### src/rtl/pc_net_pkg.sv
// Shared definitions for the PC/hub serial network: frame geometry, broadcast
// address and the bit-level receiver state encoding.
package pc_net_pkg;

    localparam int MAC_BYTES     = 6;
    localparam int PAYLOAD_BYTES = 70;
    localparam int FRAME_BYTES   = 2 * MAC_BYTES + PAYLOAD_BYTES;

    localparam logic [47:0] BROADCAST_MAC = 48'hFFFF_FFFF_FFFF;

    typedef enum logic [2:0] {
        ST_IDLE,
        ST_START,
        ST_DATA,
        ST_STOP,
        ST_WAIT_HIGH
    } bit_state_t;

    // Byte idx of a MAC in wire order (byte 0 is the most significant).
    function automatic logic [7:0] mac_byte(input logic [47:0] mac, input int idx);
        logic [47:0] t;
        t = mac >> (8 * (MAC_BYTES - 1 - idx));
        return t[7:0];
    endfunction

endpackage

### src/rtl/serial_byte_rx.sv
// Serial byte receiver: 2-flop synchronizer, start/data/stop bit FSM and
// LSB-first shifter. Emits one byte_done or frame_bit_err pulse per character.
module serial_byte_rx #(
    parameter int CLKS_PER_BIT = 4
) (
    input  logic       clk,
    input  logic       reset,
    input  logic       rx,
    output logic [7:0] rx_byte,
    output logic       byte_done,
    output logic       frame_bit_err,
    output logic       line_idle
);
    import pc_net_pkg::*;

    localparam int CW = $clog2(CLKS_PER_BIT);
    localparam logic [CW-1:0] HALF_LAST = CW'(CLKS_PER_BIT / 2 - 1);
    localparam logic [CW-1:0] BIT_LAST  = CW'(CLKS_PER_BIT - 1);

    bit_state_t      state;
    logic            rx_meta;
    logic            rxs;
    logic            rxs_d;
    logic [CW-1:0]   cnt;
    logic [2:0]      bit_idx;
    logic [7:0]      shreg;

    assign line_idle = (state == ST_IDLE);

    always_ff @(posedge clk or posedge reset) begin
        if (reset) begin
            rx_meta       <= 1'b1;
            rxs           <= 1'b1;
            rxs_d         <= 1'b1;
            state         <= ST_IDLE;
            cnt           <= '0;
            bit_idx       <= '0;
            shreg         <= '0;
            rx_byte       <= '0;
            byte_done     <= 1'b0;
            frame_bit_err <= 1'b0;
        end else begin
            rx_meta       <= rx;
            rxs           <= rx_meta;
            rxs_d         <= rxs;
            byte_done     <= 1'b0;
            frame_bit_err <= 1'b0;
            case (state)
                ST_IDLE: begin
                    if (rxs_d && !rxs) begin
                        state <= ST_START;
                        cnt   <= '0;
                    end
                end
                // Re-check the start bit at mid-bit to reject line glitches.
                ST_START: begin
                    if (cnt == HALF_LAST) begin
                        cnt     <= '0;
                        bit_idx <= '0;
                        state   <= rxs ? ST_IDLE : ST_DATA;
                    end else begin
                        cnt <= cnt + 1'b1;
                    end
                end
                ST_DATA: begin
                    if (cnt == BIT_LAST) begin
                        cnt     <= '0;
                        shreg   <= {rxs, shreg[7:1]};
                        bit_idx <= bit_idx + 1'b1;
                        if (bit_idx == 3'd7) state <= ST_STOP;
                    end else begin
                        cnt <= cnt + 1'b1;
                    end
                end
                ST_STOP: begin
                    if (cnt == BIT_LAST) begin
                        cnt <= '0;
                        if (rxs) begin
                            rx_byte   <= shreg;
                            byte_done <= 1'b1;
                            state     <= ST_IDLE;
                        end else begin
                            frame_bit_err <= 1'b1;
                            state         <= ST_WAIT_HIGH;
                        end
                    end else begin
                        cnt <= cnt + 1'b1;
                    end
                end
                ST_WAIT_HIGH: begin
                    if (rxs) state <= ST_IDLE;
                end
                default: state <= ST_IDLE;
            endcase
        end
    end

endmodule

### src/rtl/pc_frame_rx.sv
// PC receive frame engine: counts bytes into frames, filters on destination
// MAC (own or broadcast), captures source MAC and streams accepted payload.
module pc_frame_rx #(
    parameter int CLKS_PER_BIT = 4,
    parameter int FRAME_BYTES  = 82,
    parameter int GAP_BITS     = 16
) (
    input  logic        clk,
    input  logic        reset,
    input  logic [47:0] mac_address,
    input  logic        rx,
    output logic [7:0]  data_out,
    output logic        data_valid,
    output logic [47:0] src_mac,
    output logic        frame_start,
    output logic        frame_done,
    output logic        frame_drop,
    output logic        frame_err
);
    import pc_net_pkg::*;

    localparam int BW = $clog2(FRAME_BYTES);
    localparam logic [BW-1:0] LAST_DST  = BW'(MAC_BYTES - 1);
    localparam logic [BW-1:0] LAST_SRC  = BW'(2 * MAC_BYTES - 1);
    localparam logic [BW-1:0] LAST_BYTE = BW'(FRAME_BYTES - 1);
    localparam int GAP_CYCLES = GAP_BITS * CLKS_PER_BIT;
    localparam int GW = $clog2(GAP_CYCLES + 1);
    localparam logic [GW-1:0] GAP_LAST = GW'(GAP_CYCLES - 1);

    logic [7:0]    rx_byte;
    logic          byte_done;
    logic          frame_bit_err;
    logic          line_idle;
    logic [BW-1:0] byte_cnt;
    logic          match;
    logic          bcast;
    logic          match_n;
    logic          bcast_n;
    logic          accept;
    logic [47:0]   src_shadow;
    logic [GW-1:0] gap_cnt;

    serial_byte_rx #(.CLKS_PER_BIT(CLKS_PER_BIT)) u_byte_rx (
        .clk           (clk),
        .reset         (reset),
        .rx            (rx),
        .rx_byte       (rx_byte),
        .byte_done     (byte_done),
        .frame_bit_err (frame_bit_err),
        .line_idle     (line_idle)
    );

    // Both flags start at 1 each frame and can only fall during bytes 0-5.
    always_comb begin
        match_n = match & (rx_byte == mac_byte(mac_address, int'(byte_cnt)));
        bcast_n = bcast & (rx_byte == mac_byte(BROADCAST_MAC, int'(byte_cnt)));
    end

    assign accept = match | bcast;

    always_ff @(posedge clk or posedge reset) begin
        if (reset) begin
            byte_cnt    <= '0;
            match       <= 1'b1;
            bcast       <= 1'b1;
            src_shadow  <= '0;
            src_mac     <= '0;
            data_out    <= '0;
            data_valid  <= 1'b0;
            frame_start <= 1'b0;
            frame_done  <= 1'b0;
            frame_drop  <= 1'b0;
            frame_err   <= 1'b0;
            gap_cnt     <= '0;
        end else begin
            data_valid  <= 1'b0;
            frame_start <= 1'b0;
            frame_done  <= 1'b0;
            frame_drop  <= 1'b0;
            frame_err   <= 1'b0;
            if (frame_bit_err) begin
                frame_err <= 1'b1;
                byte_cnt  <= '0;
                match     <= 1'b1;
                bcast     <= 1'b1;
                gap_cnt   <= '0;
            end else if (byte_done) begin
                gap_cnt <= '0;
                if (byte_cnt == '0) frame_start <= 1'b1;
                if (byte_cnt <= LAST_DST) begin
                    match <= match_n;
                    bcast <= bcast_n;
                end else if (byte_cnt <= LAST_SRC) begin
                    src_shadow <= {src_shadow[39:0], rx_byte};
                    if (byte_cnt == LAST_SRC && accept) src_mac <= {src_shadow[39:0], rx_byte};
                end else if (accept) begin
                    data_out   <= rx_byte;
                    data_valid <= 1'b1;
                end
                if (byte_cnt == LAST_BYTE) begin
                    frame_done <= accept;
                    frame_drop <= !accept;
                    byte_cnt   <= '0;
                    match      <= 1'b1;
                    bcast      <= 1'b1;
                end else begin
                    byte_cnt <= byte_cnt + 1'b1;
                end
            end else if (byte_cnt != '0 && line_idle) begin
                // A silent line inside a frame means the sender went away.
                if (gap_cnt == GAP_LAST) begin
                    frame_err <= 1'b1;
                    byte_cnt  <= '0;
                    match     <= 1'b1;
                    bcast     <= 1'b1;
                    gap_cnt   <= '0;
                end else begin
                    gap_cnt <= gap_cnt + 1'b1;
                end
            end else begin
                gap_cnt <= '0;
            end
        end
    end

endmodule

### config.mk
export PLATFORM = sky130hd
export DESIGN_NAME = pc_frame_rx
export DESIGN_NICKNAME = d
export VERILOG_FILES = /design/src/rtl/pc_net_pkg.sv /design/src/rtl/serial_byte_rx.sv /design/src/rtl/pc_frame_rx.sv
export SDC_FILE = /design/constraint.sdc
export NUM_CORES = 1
export LEC_CHECK = 0
export ABC_AREA = 0
export CAP_MARGIN = 20
export CORE_MARGIN = 4
export CORE_UTILIZATION = 40
export DETAILED_ROUTE_END_ITERATION = 8
export GPL_ROUTABILITY_DRIVEN = 0
export SLEW_MARGIN = 20
export SYNTH_ARGS = -nofsm -noshare
export SYNTH_HDL_FRONTEND = slang
export SYNTH_SLANG_ARGS = --single-unit
### constraint.sdc
create_clock -name clk -period 14.1 [get_ports clk]
set_input_delay 4.23 -clock clk [delete_from_list [all_inputs] [get_ports clk]]
set_output_delay 4.23 -clock clk [all_outputs]
set_load 0.05 [all_outputs]
==> qor.txt <==
Post-DP HPWL - 9.786 mm
Die area - 18690 um2
Ys flop type - dfrtp_1
Tcrit/Tclk final - 0.4156
Cell Count, Final, Fillers Out - 857
DRC errors left - 0
Combinational share of power - 0.095
First-pass GRT wire length - 22.99 mm
Highest clock rate - 170.6 MHz
Worst Path Buf+Inv - 1
Leak pwr - 3.986 nW
Worst-path clk slew - 0.06 ns
Layout Nets - 692
Post-cts sizing count - 0
Crit Path Max Fanout - 2
Max-Cap Viols - 0
Setup_tns - 0 ns
WL final - 14.17 mm
FP Rows - 46
PortBufs - 111
Worst path max stage delay - 0.86 ns
Area delta synth->final - 29.49%
Hold-fix buffers, CTS - 0
# Post-CTS Setup Buffers - 0
Root Driver - clkbuf_16
Critical path endpoint category - output pin
Number of global-route vias before repair - 4497
Synthesis Warnings - 0
Design Power - 1.089 mW
Fraction of layout instances using a drive strength above 1 - 0.2605
Pwr dens - 126.9 nW/um2
DR vias/cell - 5.151
Worst path slowest cell - clkdlybuf4s50_1
CTS tree - done
Internal - 0.8386 mW
Clk pwr share - 0.480
H-tree levels - 4
P_sw - 0.2504 mW
Filler cells - 1324
Cell count after synthesis - 520
CP cell instances - clkdlybuf4s50_1
Multi-input gate area - 2784 um2
Post-synthesis register bit count - 146
Switching share of power - 0.2299
Routed wl met2 - 6.521 mm
WL per Instance - 16.54 um
Sink Count - 146
Initial antenna violation count - 0
Status - finished clean
Fin crit period - 5.860 ns
Relative slew slack - 0.3463
Hold Path Class - flop to flop
Arr. time, crit path - 1.63 ns
Post-route cell area - 8581 um2
Pin count of the biggest net entering global routing - 80
Synthesized cell area - 6626 um2
Max IR drop VDD - 0.00008764 V
Clock Skews - 0.006553 ns
Post-Syn Area per Cell - 12.74 um2
Synthesized Nets - 584
Unrepaired setup endpoints after global routing - no
Async S/R FF share, synth - 1.000
Register area share after synthesis - 0.5523
Final Hold Fails - 0
DR WL met3 - 775 um
Post-synth EDFFs - 0
CP required - 9.87 ns
Sequential Power Share - 0.425
Highest metal used - met4
Register area - 3661 um2
Slew of the pin with the lowest slew margin - 0.9806 ns
Top cell family by delay on the critical path - buffers and inverters
Gr ovfl total - 0
Initial Util - 0.4127
Core ar. - 16060 um2
Startpoint Class - flop
Cts bufs inserted - 17
DP Area - 7883 um2
Die Wd - 136.7 um
Number of setup violations in the final report - 0
Via count - 4414
Initial DRC count - 248
Tot GR Track Use - 0.1593
Yosys cell types - 64
Fin. max-slew vios - 0
N_diodes - 0
WS Path Type - flop to output pin
Clk Latency, worst-skew pair - 0.42 ns
DRT Pass-1 Iters - 4
Die H - 136.7 um
Maximum buffer depth of the clock tree - 2
I/O pin count - 112
Routed Antenna Nets - 0
Cells after DPL - 825
Met1 WL - 6.608 mm
-- sequential cells by signal, indices dropped and copies added, names as in the netlist, 2 cells and up --
register	count
src_mac	48
src_shadow	40
data_out	8
u_byte_rx.rx_byte	8
u_byte_rx.shreg	8
byte_cnt	7
gap_cnt	7
u_byte_rx.bit_idx	3
u_byte_rx.state	3
u_byte_rx.cnt	2
-- per-layer routing --
| metal | vias up | track usage |
|---|---|---|
| li1 | 2082 | - |
| met1 | 2178 | 0.2108 |
| met2 | 133 | 0.2484 |
| met3 | 21 | 0.04265 |
| met4 | 0 | 0.06663 |
| met5 | - | 0 |
-- Yosys cell counts (2+ instances only) --
cell,count,area (um2)
xor2_1,2,17.52
o22ai_1,6,37.54
nand2b_1,4,25.02
and2_2,2,15.01
buf_6,5,56.30
xnor2_1,2,17.52
buf_4,2,15.01
mux2i_1,17,170.2
inv_1,9,33.78
nand2_1,44,165.2
buf_2,12,60.06
nand3_1,8,40.04
a21oi_4,2,32.53
a21oi_1,11,55.05
o31ai_1,2,15.01
o21ai_0,25,125.1
o21ai_1,2,10.01
nor3_1,3,15.01
and2_1,2,12.51
ha_1,13,162.7
clkbuf_1,5,18.77
nor2_1,31,116.4
and3_1,5,31.28
nand3_2,2,20.02
mux2_2,94,1059
nor3_2,4,40.04
dfstp_2,5,131.4
a221oi_1,3,26.28
dfrtp_1,141,3528
nor2b_1,3,18.77
a22o_1,4,35.03
nand4_1,6,37.54
or4_1,2,15.01
mux2_1,2,22.52
mux4_2,2,45.04
nand3b_1,2,15.01
mux2_4,9,135.1
-- layout make-up --
type                    count  area share
inverters                  10    0.004958
clock buffers              18     0.05001
flip-flops and latches    146      0.4267
clock inverters            14     0.03033
well taps                 216     0.03150
repair buffers            114      0.1321
multi-input cells         339      0.3244
-- worst paths after layout --
kind | start | end | slack (ns) | cells past startpoint
setup / recovery | src_mac[7] | src_mac[7] | 8.24 | 1
hold / removal | u_byte_rx.rx_meta | u_byte_rx.rxs | 0.36 | 0
setup reg to reg | byte_cnt[1] | match | 10.99 | 8
hold reg to reg | u_byte_rx.rx_meta | u_byte_rx.rxs | 0.36 | 0
max in group asynchronous | reset | src_shadow[33] | 8.47 | 3
min in group asynchronous | reset | gap_cnt[3] | 4.31 | 2
-- placed cells by master, fill, tap and decap left out, types with 3 or more instances in the layout --
| master | synthesis | final |
|---|---|---|
| a221oi_1 | 3 | 3 |
| clkdlybuf4s50_1 | 0 | 111 |
| mux2_4 | 9 | 9 |
| inv_1 | 9 | 8 |
| dfstp_2 | 5 | 5 |
| bufinv_16 | 0 | 7 |
| mux2_2 | 94 | 94 |
| o22ai_1 | 6 | 6 |
| and3_1 | 5 | 5 |
| dfrtp_1 | 141 | 140 |
| o21ai_0 | 25 | 25 |
| buf_4 | 2 | 3 |
| nand4_1 | 6 | 6 |
| a21oi_1 | 11 | 11 |
| mux2i_1 | 17 | 17 |
| clkbuf_16 | 0 | 17 |
| nor3_1 | 3 | 3 |
| clkinv_4 | 0 | 4 |
| nor2_1 | 31 | 31 |
| clkinv_2 | 0 | 3 |
| nor2b_1 | 3 | 3 |
| nor3_2 | 4 | 4 |
| a22o_1 | 4 | 4 |
| nand2_1 | 44 | 43 |
| nand3_1 | 8 | 8 |
| ha_1 | 13 | 13 |
| nand2b_1 | 4 | 4 |
-- metrics by stage --
step	util	hold WS [ns]	setup WS, ns
floorplan	-	0.3452	5.955
detailed placement	0.4909	0.3490	7.956
global route	0.5344	0.3584	8.178
CTS	0.5338	0.3576	8.217
finish	0.5344	0.3561	8.240
global placement	0.4909	0.3473	7.989
-- power by group through the flow --
| stage | Combinational [mW] | Sequential, mW | Clock (mW) |
|---|---|---|---|
| final | 0.103 | 0.463 | 0.523 |
| after global placement | 0.100 | 0.469 | 0 |
| after CTS | 0.105 | 0.463 | 0.532 |
| after detailed placement | 0.104 | 0.470 | 0 |
| after global routing | 0.116 | 0.466 | 0.550 |
| after floorplan | 0.0868 | 0.454 | 0 |
-- logic make-up (layout without fill, tap and decap cells) --
family	count (synthesis)	count (layout)	share of synthesized area
AO/OA/AOI/OAI	71	71	0.07478
XOR/XNOR	4	4	0.005288
adder cells (fa/ha/maj)	13	13	0.02455
buffers and inverters	35	156	0.02908
flip-flops	146	146	0.5523
multiplexers	124	124	0.2160
AND/OR/NAND/NOR	127	127	0.09800
(Power assumes the default switching activity.)
